==> src/rtl/petris_pkg.sv <==
`default_nettype none
// ============================================================================
// Module   : petris_pkg
// Purpose  : Shared button indices, widths and the auto-repeat state type for
//            the petris input path.
// Revision : 1.0  initial release
// ============================================================================
package petris_pkg;

    localparam int NUM_BUTTONS = 5;

    localparam int RIGHT  = 0;
    localparam int LEFT   = 1;
    localparam int DOWN   = 2;
    localparam int ROTATE = 3;
    localparam int START  = 4;

    typedef enum logic [1:0] {
        IDLE   = 2'd0,
        DELAY  = 2'd1,
        REPEAT = 2'd2
    } repeat_state_t;

    function automatic int max_int(input int a, input int b);
        return (a > b) ? a : b;
    endfunction

endpackage
`default_nettype wire

==> src/rtl/button_debouncer.sv <==
`default_nettype none
// ============================================================================
// Module   : button_debouncer
// Purpose  : Two-flop synchroniser, stable-count debounce and a one-cycle
//            pulse on each debounced rising edge.
// Revision : 1.0  initial release
// ============================================================================
module button_debouncer #(
    parameter int DEBOUNCE_CYCLES = 250000
) (
    input  logic clk,
    input  logic rst_n,
    input  logic i_raw,
    output logic o_level,
    output logic o_rise
);

    localparam int c_cnt_w = $clog2(DEBOUNCE_CYCLES + 1);
    localparam logic [c_cnt_w-1:0] c_cnt_last = c_cnt_w'(DEBOUNCE_CYCLES - 1);

    logic [1:0]         r_sync;
    logic [c_cnt_w-1:0] r_cnt;
    logic               r_level;
    logic               r_rise;

    // The count only runs while the synchronised input disagrees with the
    // current level; any agreement (a bounce back) restarts it.
    always_ff @(posedge clk or negedge rst_n) begin
        if (!rst_n) begin
            r_sync  <= 2'b00;
            r_cnt   <= '0;
            r_level <= 1'b0;
            r_rise  <= 1'b0;
        end else begin
            r_sync <= {r_sync[0], i_raw};
            r_rise <= 1'b0;
            if (r_sync[1] == r_level) begin
                r_cnt <= '0;
            end else if (r_cnt == c_cnt_last) begin
                r_cnt   <= '0;
                r_level <= r_sync[1];
                r_rise  <= r_sync[1];
            end else begin
                r_cnt <= r_cnt + c_cnt_w'(1);
            end
        end
    end

    assign o_level = r_level;
    assign o_rise  = r_rise;

endmodule
`default_nettype wire

==> src/rtl/input_controller.sv <==
`default_nettype none
// ============================================================================
// Module   : input_controller
// Purpose  : Conditions the raw buttons and vsync into a per-frame operation
//            vector and frame counter. Define INPUT_AUTOREPEAT_EN to build the
//            DAS/ARR auto-repeat for RIGHT, LEFT and DOWN.
// Revision : 1.0  initial release
// ============================================================================
module input_controller
    import petris_pkg::*;
#(
    parameter int DEBOUNCE_CYCLES = 250000,
    parameter int DAS_FRAMES      = 10,
    parameter int ARR_FRAMES      = 3
) (
    input  logic                   clock,
    input  logic                   reset_n,
    input  logic [NUM_BUTTONS-1:0] btn_raw,
    input  logic                   vsync,
    output logic [NUM_BUTTONS-1:0] operation,
    output logic [10:0]            framenumber
);

    logic [NUM_BUTTONS-1:0] w_level;
    logic [NUM_BUTTONS-1:0] w_rise;
    logic [NUM_BUTTONS-1:0] w_event;
    logic [NUM_BUTTONS-1:0] w_op_frame;
    logic [NUM_BUTTONS-1:0] r_pending;
    logic [2:0]             r_vs_sync;
    logic                   r_fb;
    logic                   w_unused_level;

    for (genvar i = 0; i < NUM_BUTTONS; i++) begin : g_btn
        button_debouncer #(
            .DEBOUNCE_CYCLES(DEBOUNCE_CYCLES)
        ) u_debouncer (
            .clk    (clock),
            .rst_n  (reset_n),
            .i_raw  (btn_raw[i]),
            .o_level(w_level[i]),
            .o_rise (w_rise[i])
        );
    end

    assign w_unused_level = ^w_level;

    always_ff @(posedge clock or negedge reset_n) begin
        if (!reset_n) begin
            r_vs_sync <= 3'b000;
            r_fb      <= 1'b0;
        end else begin
            r_vs_sync <= {r_vs_sync[1:0], vsync};
            r_fb      <= r_vs_sync[1] & ~r_vs_sync[2];
        end
    end

`ifdef INPUT_AUTOREPEAT_EN
    localparam int c_frame_w = $clog2(max_int(DAS_FRAMES, ARR_FRAMES) + 1);
    localparam logic [c_frame_w-1:0] c_das = c_frame_w'(DAS_FRAMES);
    localparam logic [c_frame_w-1:0] c_arr = c_frame_w'(ARR_FRAMES);

    for (genvar i = RIGHT; i <= DOWN; i++) begin : g_repeat
        repeat_state_t        r_state;
        repeat_state_t        w_state_nxt;
        logic [c_frame_w-1:0] r_cnt;
        logic [c_frame_w-1:0] w_cnt_nxt;
        logic [c_frame_w-1:0] w_cnt_inc;
        logic [c_frame_w-1:0] w_limit;
        logic                 w_fire;

        assign w_cnt_inc = r_cnt + c_frame_w'(1);

        always_ff @(posedge clock or negedge reset_n) begin
            if (!reset_n) begin
                r_state <= IDLE;
                r_cnt   <= '0;
            end else begin
                r_state <= w_state_nxt;
                r_cnt   <= w_cnt_nxt;
            end
        end

        // DELAY and REPEAT differ only in how many frame boundaries they wait.
        always_comb begin
            w_state_nxt = r_state;
            w_cnt_nxt   = r_cnt;
            w_fire      = 1'b0;
            w_limit     = (r_state == DELAY) ? c_das : c_arr;
            case (r_state)
                IDLE: begin
                    if (w_rise[i]) begin
                        w_fire      = 1'b1;
                        w_state_nxt = DELAY;
                        w_cnt_nxt   = '0;
                    end
                end
                DELAY, REPEAT: begin
                    if (!w_level[i]) begin
                        w_state_nxt = IDLE;
                        w_cnt_nxt   = '0;
                    end else if (r_fb) begin
                        if (w_cnt_inc >= w_limit) begin
                            w_fire      = 1'b1;
                            w_state_nxt = REPEAT;
                            w_cnt_nxt   = '0;
                        end else begin
                            w_cnt_nxt = w_cnt_inc;
                        end
                    end
                end
                default: begin
                    w_state_nxt = IDLE;
                    w_cnt_nxt   = '0;
                end
            endcase
        end

        assign w_event[i] = w_fire;
    end

    assign w_event[ROTATE] = w_rise[ROTATE];
    assign w_event[START]  = w_rise[START];
`else
    localparam int c_unused_cfg = DAS_FRAMES + ARR_FRAMES;

    assign w_event = w_rise;
`endif

    // Opposing moves cancel for the frame they are both pending in.
    always_comb begin
        w_op_frame = r_pending;
        if (r_pending[RIGHT] && r_pending[LEFT]) begin
            w_op_frame[RIGHT] = 1'b0;
            w_op_frame[LEFT]  = 1'b0;
        end
    end

    // An event coinciding with the frame boundary seeds the next frame.
    always_ff @(posedge clock or negedge reset_n) begin
        if (!reset_n) begin
            r_pending   <= '0;
            operation   <= '0;
            framenumber <= '0;
        end else if (r_fb) begin
            operation   <= w_op_frame;
            r_pending   <= w_event;
            framenumber <= framenumber + 11'd1;
        end else begin
            r_pending <= r_pending | w_event;
        end
    end

endmodule
`default_nettype wire

==> config.mk <==
export PLATFORM = sky130hd
export DESIGN_NAME = input_controller
export DESIGN_NICKNAME = d
export VERILOG_FILES = /design/src/rtl/petris_pkg.sv /design/src/rtl/button_debouncer.sv /design/src/rtl/input_controller.sv
export SDC_FILE = /design/constraint.sdc
export NUM_CORES = 1
export LEC_CHECK = 0
export CAP_MARGIN = 20
export CORE_ASPECT_RATIO = 2
export CORE_UTILIZATION = 40
export CTS_BUF_LIST = sky130_fd_sc_hd__clkbuf_8 sky130_fd_sc_hd__clkbuf_16
export DETAILED_ROUTE_END_ITERATION = 16
export PLACE_DENSITY = 0.57
export SETUP_SLACK_MARGIN = 0.3
export SLEW_MARGIN = 10
export SYNTH_ARGS = -nofsm -noshare
export SYNTH_HDL_FRONTEND = slang
export SYNTH_SLANG_ARGS = --single-unit
==> constraint.sdc <==
create_clock -name clock -period 2.55 [get_ports clock]
set_clock_uncertainty 0.2 [all_clocks]
set_input_delay 0.6375 -clock clock [delete_from_list [all_inputs] [get_ports clock]]
set_output_delay 0.6375 -clock clock [all_outputs]
set_load 0.05 [all_outputs]
==> metrics.cfg, run 1 <==
[status]
status = complete, no violations

[critical_path]
worst-path-stages = 1
cp_data_arrival_time_ns = 1.36
path_max_fanout = 4
crit_end = framenumber[0]
worst_setup_path_end_kind = output pin
r2r_start = g_btn[3].u_debouncer.r_cnt[6]$_DFF_PN0_
slowest_delay_ns = 0.55
critical_path_class = flip-flop to output pin
cp.buffers_inverters = 1
worstSetupStartpointType = flip-flop
cp_slowest_cell = dlygate4sd2_1
cp-startpoint = framenumber[0]$_DFFE_PN0P_
crit_chain = dlygate4sd2_1
required_ns = 1.71
r2r-end = g_btn[3].u_debouncer.o_level$_DFFE_PN0P_
rrSetupSlack_ns = 0.39
cpLargestDelayFamily = buffers and inverters
reg2regPathDepth = 4

[worst_hold_path]
hp-class = flip-flop to flip-flop

[pwr]
pwr-share-comb_pct = 7.8
switching_power_mw = 1.30
power.density_nw_per_um2 = 730
swShare_pct = 24.4
p_int_mw = 4.02
p_leak_nw = 3.08
clockPowerShare_pct = 49.1
p_seq_share_pct = 43.2
ir_worst_vdd_v = 0.000415

[yosys]
synth_cell_types = 47
synthAdderAreaFrac_pct = 1.23
synth.cell_area_um2 = 6110
synth-edff-count = 0
synth_nets = 579
synthFlopType = dfrtp_1
synthArstFlopShare_pct = 100
synth_compound_area_share_pct = 3.83
synth_top_family_by_area = simple AND/OR/NAND/NOR gates
muxShareOfSynthArea_pct = 1.95
post_synth_and_or_nand_nor_area_fraction_pct = 23.6
ys_warn_count = 0
synth_xor_area_share_pct = 12.3
avgSynthCellArea_um2 = 10.8
yosys_register_bits = 135
synth-seq-area-share_pct = 55.3
postSynthCellCount = 565

[run]
max_cap_violations = 0

[clock_tree]
clk_latency_ns = 0.41
path_clk_slew_ns = 0.06
clockRootBuffer = clkbuf_16
clock_path_buffers = 2
cts_max_level = 4
cts_sinks = 135
cts_tree = done
cts_buffers = 17

[place]
numPortBuffers = 23
dp_hpwl_um = 8520
dp_slack_ns = 0.363
place.gp.congestion = 0.843

[timing]
hold_viol = 0
slew_viol_final = 0
post-route-min-period_ns = 2.20
rsz0062_at_grt = no
tns_ns = 0
fin_ws_ns = 0.355
tightest_slew_ns = 0.530
max_slew_margin_pct = 64.4
timing.hold.ws_ns = 0.158
period_share_pct = 86.1
setup_viol = 0
timing.fmax_ghz = 0.455

[grt]
grt_start_max_net_pins = 47
track_usage_pct = 17.4
first_global_vias = 4516
grt_pass1_wl_um = 21200
antenna_found_initial = 0
overflow = 0

[floorplanning]
initial_core_util_pct = 41.0
fp.dieH_um = 177
dieArea_um2 = 15800
num_io_pins = 24
rows = 63
core_um2 = 14900
die_w_um = 89.4

[final_layout]
antenna_cells = 0
multi_input_area_um2 = 2630
nets = 628
fillerInstances = 1342
area_delta_synth_final_pct = 19.3
seqCellArea_um2 = 3380
drive_gt1_share_pct = 10.4

[routing]
viasPerCell = 5.22
drtIter0Drc = 176
route.vias.total = 4287
wl_per_cell_um = 14.7
first_pass_iters = 4
drc = 0
detail-route-antenna-nets = 0
postRouteWirelength_um = 12000

cell usage in the layout, fill, tap and decap left out, drive strengths merged, types with 7 or more instances in the layout:
cell / synthesis / routed
a21oi: 7 / 7
and3: 9 / 9
buf: 6 / 14
clkbuf: 1 / 18
dfrtp: 135 / 135
dlygate4sd2: 0 / 11
inv: 17 / 21
mux2: 9 / 9
nand2: 25 / 25
nand3: 35 / 35
nand4: 30 / 30
nor2: 97 / 97
nor3: 14 / 14
nor4: 30 / 30
o21ai: 10 / 10
or3: 8 / 8
xnor2: 66 / 66
xor2: 20 / 20
repair_timing:
item	CTS	global route
pin swaps	0	1
setup endpoints to repair	16	19
resized for setup	16	6
endpoints found under the hold margin	41	0
setup buffers	0	1
cloned	0	0
hold buffers	1	0
power by group through the flow:
stage                     logic, mW  registers [mW]  clock network [mW]
after detailed placement      0.446            2.34                   0
after global placement        0.440            2.33                   0
after floorplan               0.115            2.47                   0
final                         0.414            2.30                2.61
after CTS                     0.420            2.30                2.68
after global routing          0.450            2.31                2.78
per-layer routing:
metal / share of wire, % / GRT usage [%] / up-vias
met3: 2.2 / 3.17 / 24
met2: 54 / 30.4 / 61
met4: 2.5 / 8.60 / 0
met1: 41 / 19.9 / 2117
li1: - / - / 2085
met5: 0 / 0 / -
cells by family after synthesis:
kind of cell    after synthesis
flops                       135
mux                          10
xor+xnor                     86
compound gates               28
buf+inv                      24
fa+ha+maj                     6
simple gates                276
synth_stat cells, types with 3 or more instances:
library cell / count / share of area, %
buf_2: 3 / 0.25
nor4_1: 30 / 3.1
nand3_1: 34 / 2.8
nor3b_1: 5 / 0.61
nor3_1: 14 / 1.1
nand2_1: 25 / 1.5
xnor2_1: 66 / 9.5
o41ai_4: 3 / 1.4
mux2_2: 6 / 1.1
and3_1: 9 / 0.92
ha_1: 6 / 1.2
xor2_1: 20 / 2.9
inv_1: 17 / 1.0
dfrtp_1: 135 / 55
o21ai_0: 8 / 0.66
nand4_1: 29 / 3.0
or3_1: 7 / 0.72
nor4b_1: 3 / 0.43
a21oi_1: 6 / 0.49
a21o_1: 5 / 0.61
nand3b_1: 5 / 0.61
nor2_1: 97 / 6.0
and4_1: 3 / 0.43
state kept, by name, summed over array words and instances, names as in the netlist:
| register | flops |
|---|---|
| g_btn.u_debouncer.r_cnt | 90 |
| framenumber | 11 |
| g_btn.u_debouncer.r_sync | 10 |
| g_btn.u_debouncer.o_level | 5 |
| g_btn.u_debouncer.o_rise | 5 |
| operation | 5 |
| r_pending | 5 |
| r_vs_sync | 3 |
| r_fb | 1 |
worst reg2reg max path, cell delays in order (launching register included):
cell and delay [ns]:
dfrtp_1 0.44, nor4b_2 0.28, nand4_1 0.21, or4_4 0.60, mux2_4 0.31
stage by stage:
stage	total power [mW]	utilization [%]	instance area [um^2]	cells
after floorplan	2.58	-	6110	565
after global placement	2.77	44.6	6650	788
after detailed placement	2.78	44.6	6650	788
after CTS	5.39	48.8	7270	820
after global routing	5.53	48.9	7290	821
final	5.32	48.9	7290	821
area by class of cell:
cell class	instances	area share, %
sequential	135	46.4
timing repair buffer	37	4.64
clock buffer	18	6.03
inverter	17	0.876
clock inverter	13	2.64
tap	195	3.35
multi-input combinational	406	36.1
how the worst min path moves through the flow:
stage | startpoint | endpoint | slack, ns | depth (start not counted)
floorplan | g_btn[0].u_debouncer.r_sync[0]$_DFF_PN0_ | g_btn[0].u_debouncer.r_sync[1]$_DFF_PN0_ | 0.13 | 0
global placement | g_btn[2].u_debouncer.r_sync[0]$_DFF_PN0_ | g_btn[2].u_debouncer.r_sync[1]$_DFF_PN0_ | 0.14 | 0
detailed placement | g_btn[0].u_debouncer.r_sync[0]$_DFF_PN0_ | g_btn[0].u_debouncer.r_sync[1]$_DFF_PN0_ | 0.14 | 0
CTS | g_btn[1].u_debouncer.r_sync[0]$_DFF_PN0_ | g_btn[1].u_debouncer.r_sync[1]$_DFF_PN0_ | 0.16 | 0
global route | g_btn[1].u_debouncer.r_sync[0]$_DFF_PN0_ | g_btn[1].u_debouncer.r_sync[1]$_DFF_PN0_ | 0.17 | 0
finish | g_btn[1].u_debouncer.r_sync[0]$_DFF_PN0_ | g_btn[1].u_debouncer.r_sync[1]$_DFF_PN0_ | 0.16 | 0
Power figures use the tool's default switching activity.
==> inputs of run 2 (changes only) <==
Settings changed: CORE_UTILIZATION 40 to 35, PLACE_DENSITY 0.57 to 0.52.
==> metrics.cfg, run 2 (same netlist as run 1, synthesis figures left out) <==
[place]
dp_hpwl_um = 8740  ; was 8520 um
numPortBuffers = 23  ; unchanged
place.gp.congestion = 0.831  ; was 0.843

[floorplanning]
rows = 68  ; was 63
fp.dieH_um = 189  ; was 177 um
num_io_pins = 24  ; unchanged
dieArea_um2 = 18000  ; was 15,800 um^2
core_um2 = 17200  ; was 14,900 um^2
die_w_um = 95.4  ; was 89.4 um
initial_core_util_pct = 35.5  ; was 41.0%

[routing]
wl_per_cell_um = 14.7  ; about the same
route.vias.total = 4342  ; was 4,287
postRouteWirelength_um = 12300  ; was 12,000 um
viasPerCell = 5.18  ; was 5.22
detail-route-antenna-nets = 0  ; unchanged
first_pass_iters = 4  ; unchanged
drc = 0  ; unchanged
drtIter0Drc = 212  ; was 176

[grt]
overflow = 0  ; unchanged
track_usage_pct = 15.4  ; was 17.4%
first_global_vias = 4613  ; was 4,516
grt_start_max_net_pins = 54  ; was 47
antenna_found_initial = 0  ; unchanged
grt_pass1_wl_um = 21600  ; was 21,200 um

[timing]
tns_ns = 0  ; unchanged
rsz0062_at_grt = no  ; unchanged
post-route-min-period_ns = 2.19  ; was 2.20 ns
hold_viol = 0  ; unchanged
slew_viol_final = 0  ; unchanged
tightest_slew_ns = 0.546  ; was 0.530 ns
setup_viol = 0  ; unchanged
max_slew_margin_pct = 63.3  ; was 64.4%
timing.fmax_ghz = 0.456  ; was 0.455 GHz
period_share_pct = 86.0  ; was 86.1%

[final_layout]
area_delta_synth_final_pct = 19.2  ; was 19.3%
regMostFlops = g_btn.u_debouncer.r_cnt  ; unchanged
top_regs = g_btn.u_debouncer.r_cnt: 90 flops, framenumber: 11 flops, g_btn.u_debouncer.r_sync: 10 flops  ; unchanged
final_util_pct = 42.3  ; was 48.9%
drive_gt1_share_pct = 10.8  ; was 10.4%
nets = 629  ; was 628
antenna_cells = 0  ; unchanged
largest_reg_flops = 90  ; unchanged
final_common_cell = dfrtp_1  ; unchanged
final_cell_mix = 135 x dfrtp_1, 97 x nor2_1, 66 x xnor2_1  ; unchanged

[critical_path]
cpLargestDelayFamily = simple AND/OR/NAND/NOR gates  ; was buffers and inverters
path_max_fanout = 6  ; was 4
r2r-end = g_btn[0].u_debouncer.o_level$_DFFE_PN0P_  ; was g_btn[3].u_debouncer.o_level$_DFFE_PN0P_
cp_slowest_cell = or4_1  ; was dlygate4sd2_1
rrSetupSlack_ns = 0.36  ; was 0.39 ns
worst_setup_path_end_kind = flip-flop  ; was output pin
critical_path_class = flip-flop to flip-flop  ; was flip-flop to output pin
required_ns = 2.64  ; was 1.71 ns
crit_end = g_btn[0].u_debouncer.o_level$_DFFE_PN0P_  ; was framenumber[0]
worst-path-stages = 4  ; was 1
r2r_start = g_btn[0].u_debouncer.r_cnt[13]$_DFF_PN0_  ; was g_btn[3].u_debouncer.r_cnt[6]$_DFF_PN0_
crit_chain = nor4_2 > nand3b_1 > or4_1 > mux2_1  ; was dlygate4sd2_1
cp_data_arrival_time_ns = 2.29  ; was 1.36 ns
cp.buffers_inverters = 0  ; was 1
cp-startpoint = g_btn[0].u_debouncer.r_cnt[13]$_DFF_PN0_  ; was framenumber[0]$_DFFE_PN0P_
worstSetupStartpointType = flip-flop  ; unchanged
slowest_delay_ns = 0.59  ; was 0.55 ns
reg2regPathDepth = 4  ; unchanged

[clock_tree]
clk_latency_ns = 0.42  ; was 0.41 ns
cts_buffers = 17  ; unchanged
cts_max_level = 4  ; unchanged
cts_sinks = 135  ; unchanged
cts_tree = done  ; unchanged
clockRootBuffer = clkbuf_16  ; unchanged
path_clk_slew_ns = 0.06  ; about the same
clock_path_buffers = 2  ; unchanged

[worst_hold_path]
hp-class = flip-flop to flip-flop  ; unchanged
hp-start = g_btn[1].u_debouncer.r_sync[0]$_DFF_PN0_  ; unchanged

[run]
max_cap_violations = 0  ; unchanged

[pwr]
p_leak_nw = 3.06  ; was 3.08 nW
ir_worst_vdd_v = 0.000409  ; was 0.000415 V
power.density_nw_per_um2 = 715  ; was 730 nW/um^2

[status]
status = complete, no violations  ; unchanged

==> run 2: worst reg2reg max path: cells and delay by family, from the launching register on <==
kind             cells  cell delay (ns)
multiplexers         1             0.33
AND/OR/NAND/NOR      3             1.11
flip-flops           1             0.43
==> run 2: per-stage QoR <==
stage | power [mW] | setup WS, ns | instance area (um^2) | hold WS [ns] | std cells
finish | 5.20 | 0.357 | 7280 | 0.155 | 838
global route | 5.40 | 0.253 | 7280 | 0.167 | 838
floorplan | 2.58 | 0.508 | 6110 | 0.131 | 565
global placement | 2.77 | 0.384 | 6680 | 0.139 | 805
CTS | 5.27 | 0.297 | 7270 | 0.156 | 838
detailed placement | 2.79 | 0.381 | 6680 | 0.139 | 805
==> run 2: how the worst min path moves through the flow <==
stage / endpoint / slack [ns] / cells after the start
6_report: g_btn[1].u_debouncer.r_sync[1]$_DFF_PN0_ / 0.15 / 0
5_1_grt: r_vs_sync[1]$_DFF_PN0_ / 0.17 / 0
4_1_cts: g_btn[0].u_debouncer.r_sync[1]$_DFF_PN0_ / 0.16 / 0
3_5_place_dp: g_btn[0].u_debouncer.r_sync[1]$_DFF_PN0_ / 0.14 / 0
3_3_place_gp: g_btn[1].u_debouncer.r_sync[1]$_DFF_PN0_ / 0.14 / 0
2_1_floorplan: g_btn[0].u_debouncer.r_sync[1]$_DFF_PN0_ / 0.13 / 0
==> run 2: per-layer routing <==
| metal | wire length [um] | up-vias | global-route usage [%] |
|---|---|---|---|
| met4 | 418 | 0 | 8.78 |
| met5 | 0 | - | 0 |
| met3 | 258 | 32 | 3.35 |
| met1 | 5010 | 2156 | 17.1 |
| li1 | - | 2090 | - |
| met2 | 6650 | 64 | 26.6 |
==> run 2: cell type report <==
type	count	area, um^2
Fill cell	1666	9910
Sequential cell	135	3380
Multi-Input combinational cell	406	2630
Clock buffer	17	425
Timing Repair Buffer	38	338
Tap cell	210	263
Clock inverter	15	179
Inverter	17	63.8
==> run 2: timing repair <==
action                     in CTS  in global routing
hold buffers                    1                  0
buffers inserted                0                  0
gates resized for setup        16                 10
setup endpoints to repair      16                  8
hold endpoints to repair       26                  0
==> run 2: where the power goes <==
| part | leakage [nW] | total [mW] | switching, mW | internal (mW) |
|---|---|---|---|---|
| logic | 0.948 | 0.416 | 0.284 | 0.132 |
| clock network | 0.280 | 2.49 | 0.946 | 1.54 |
| registers | 1.83 | 2.30 | 0.0828 | 2.22 |
| total | 3.06 | 5.20 | 1.31 | 3.89 |
==> inputs of run 3 (changes only) <==
Settings changed: CAP_MARGIN 20 to 25.
==> results of run 3 <==
The final DEF is identical to that of run 2; final timing and power are the same.
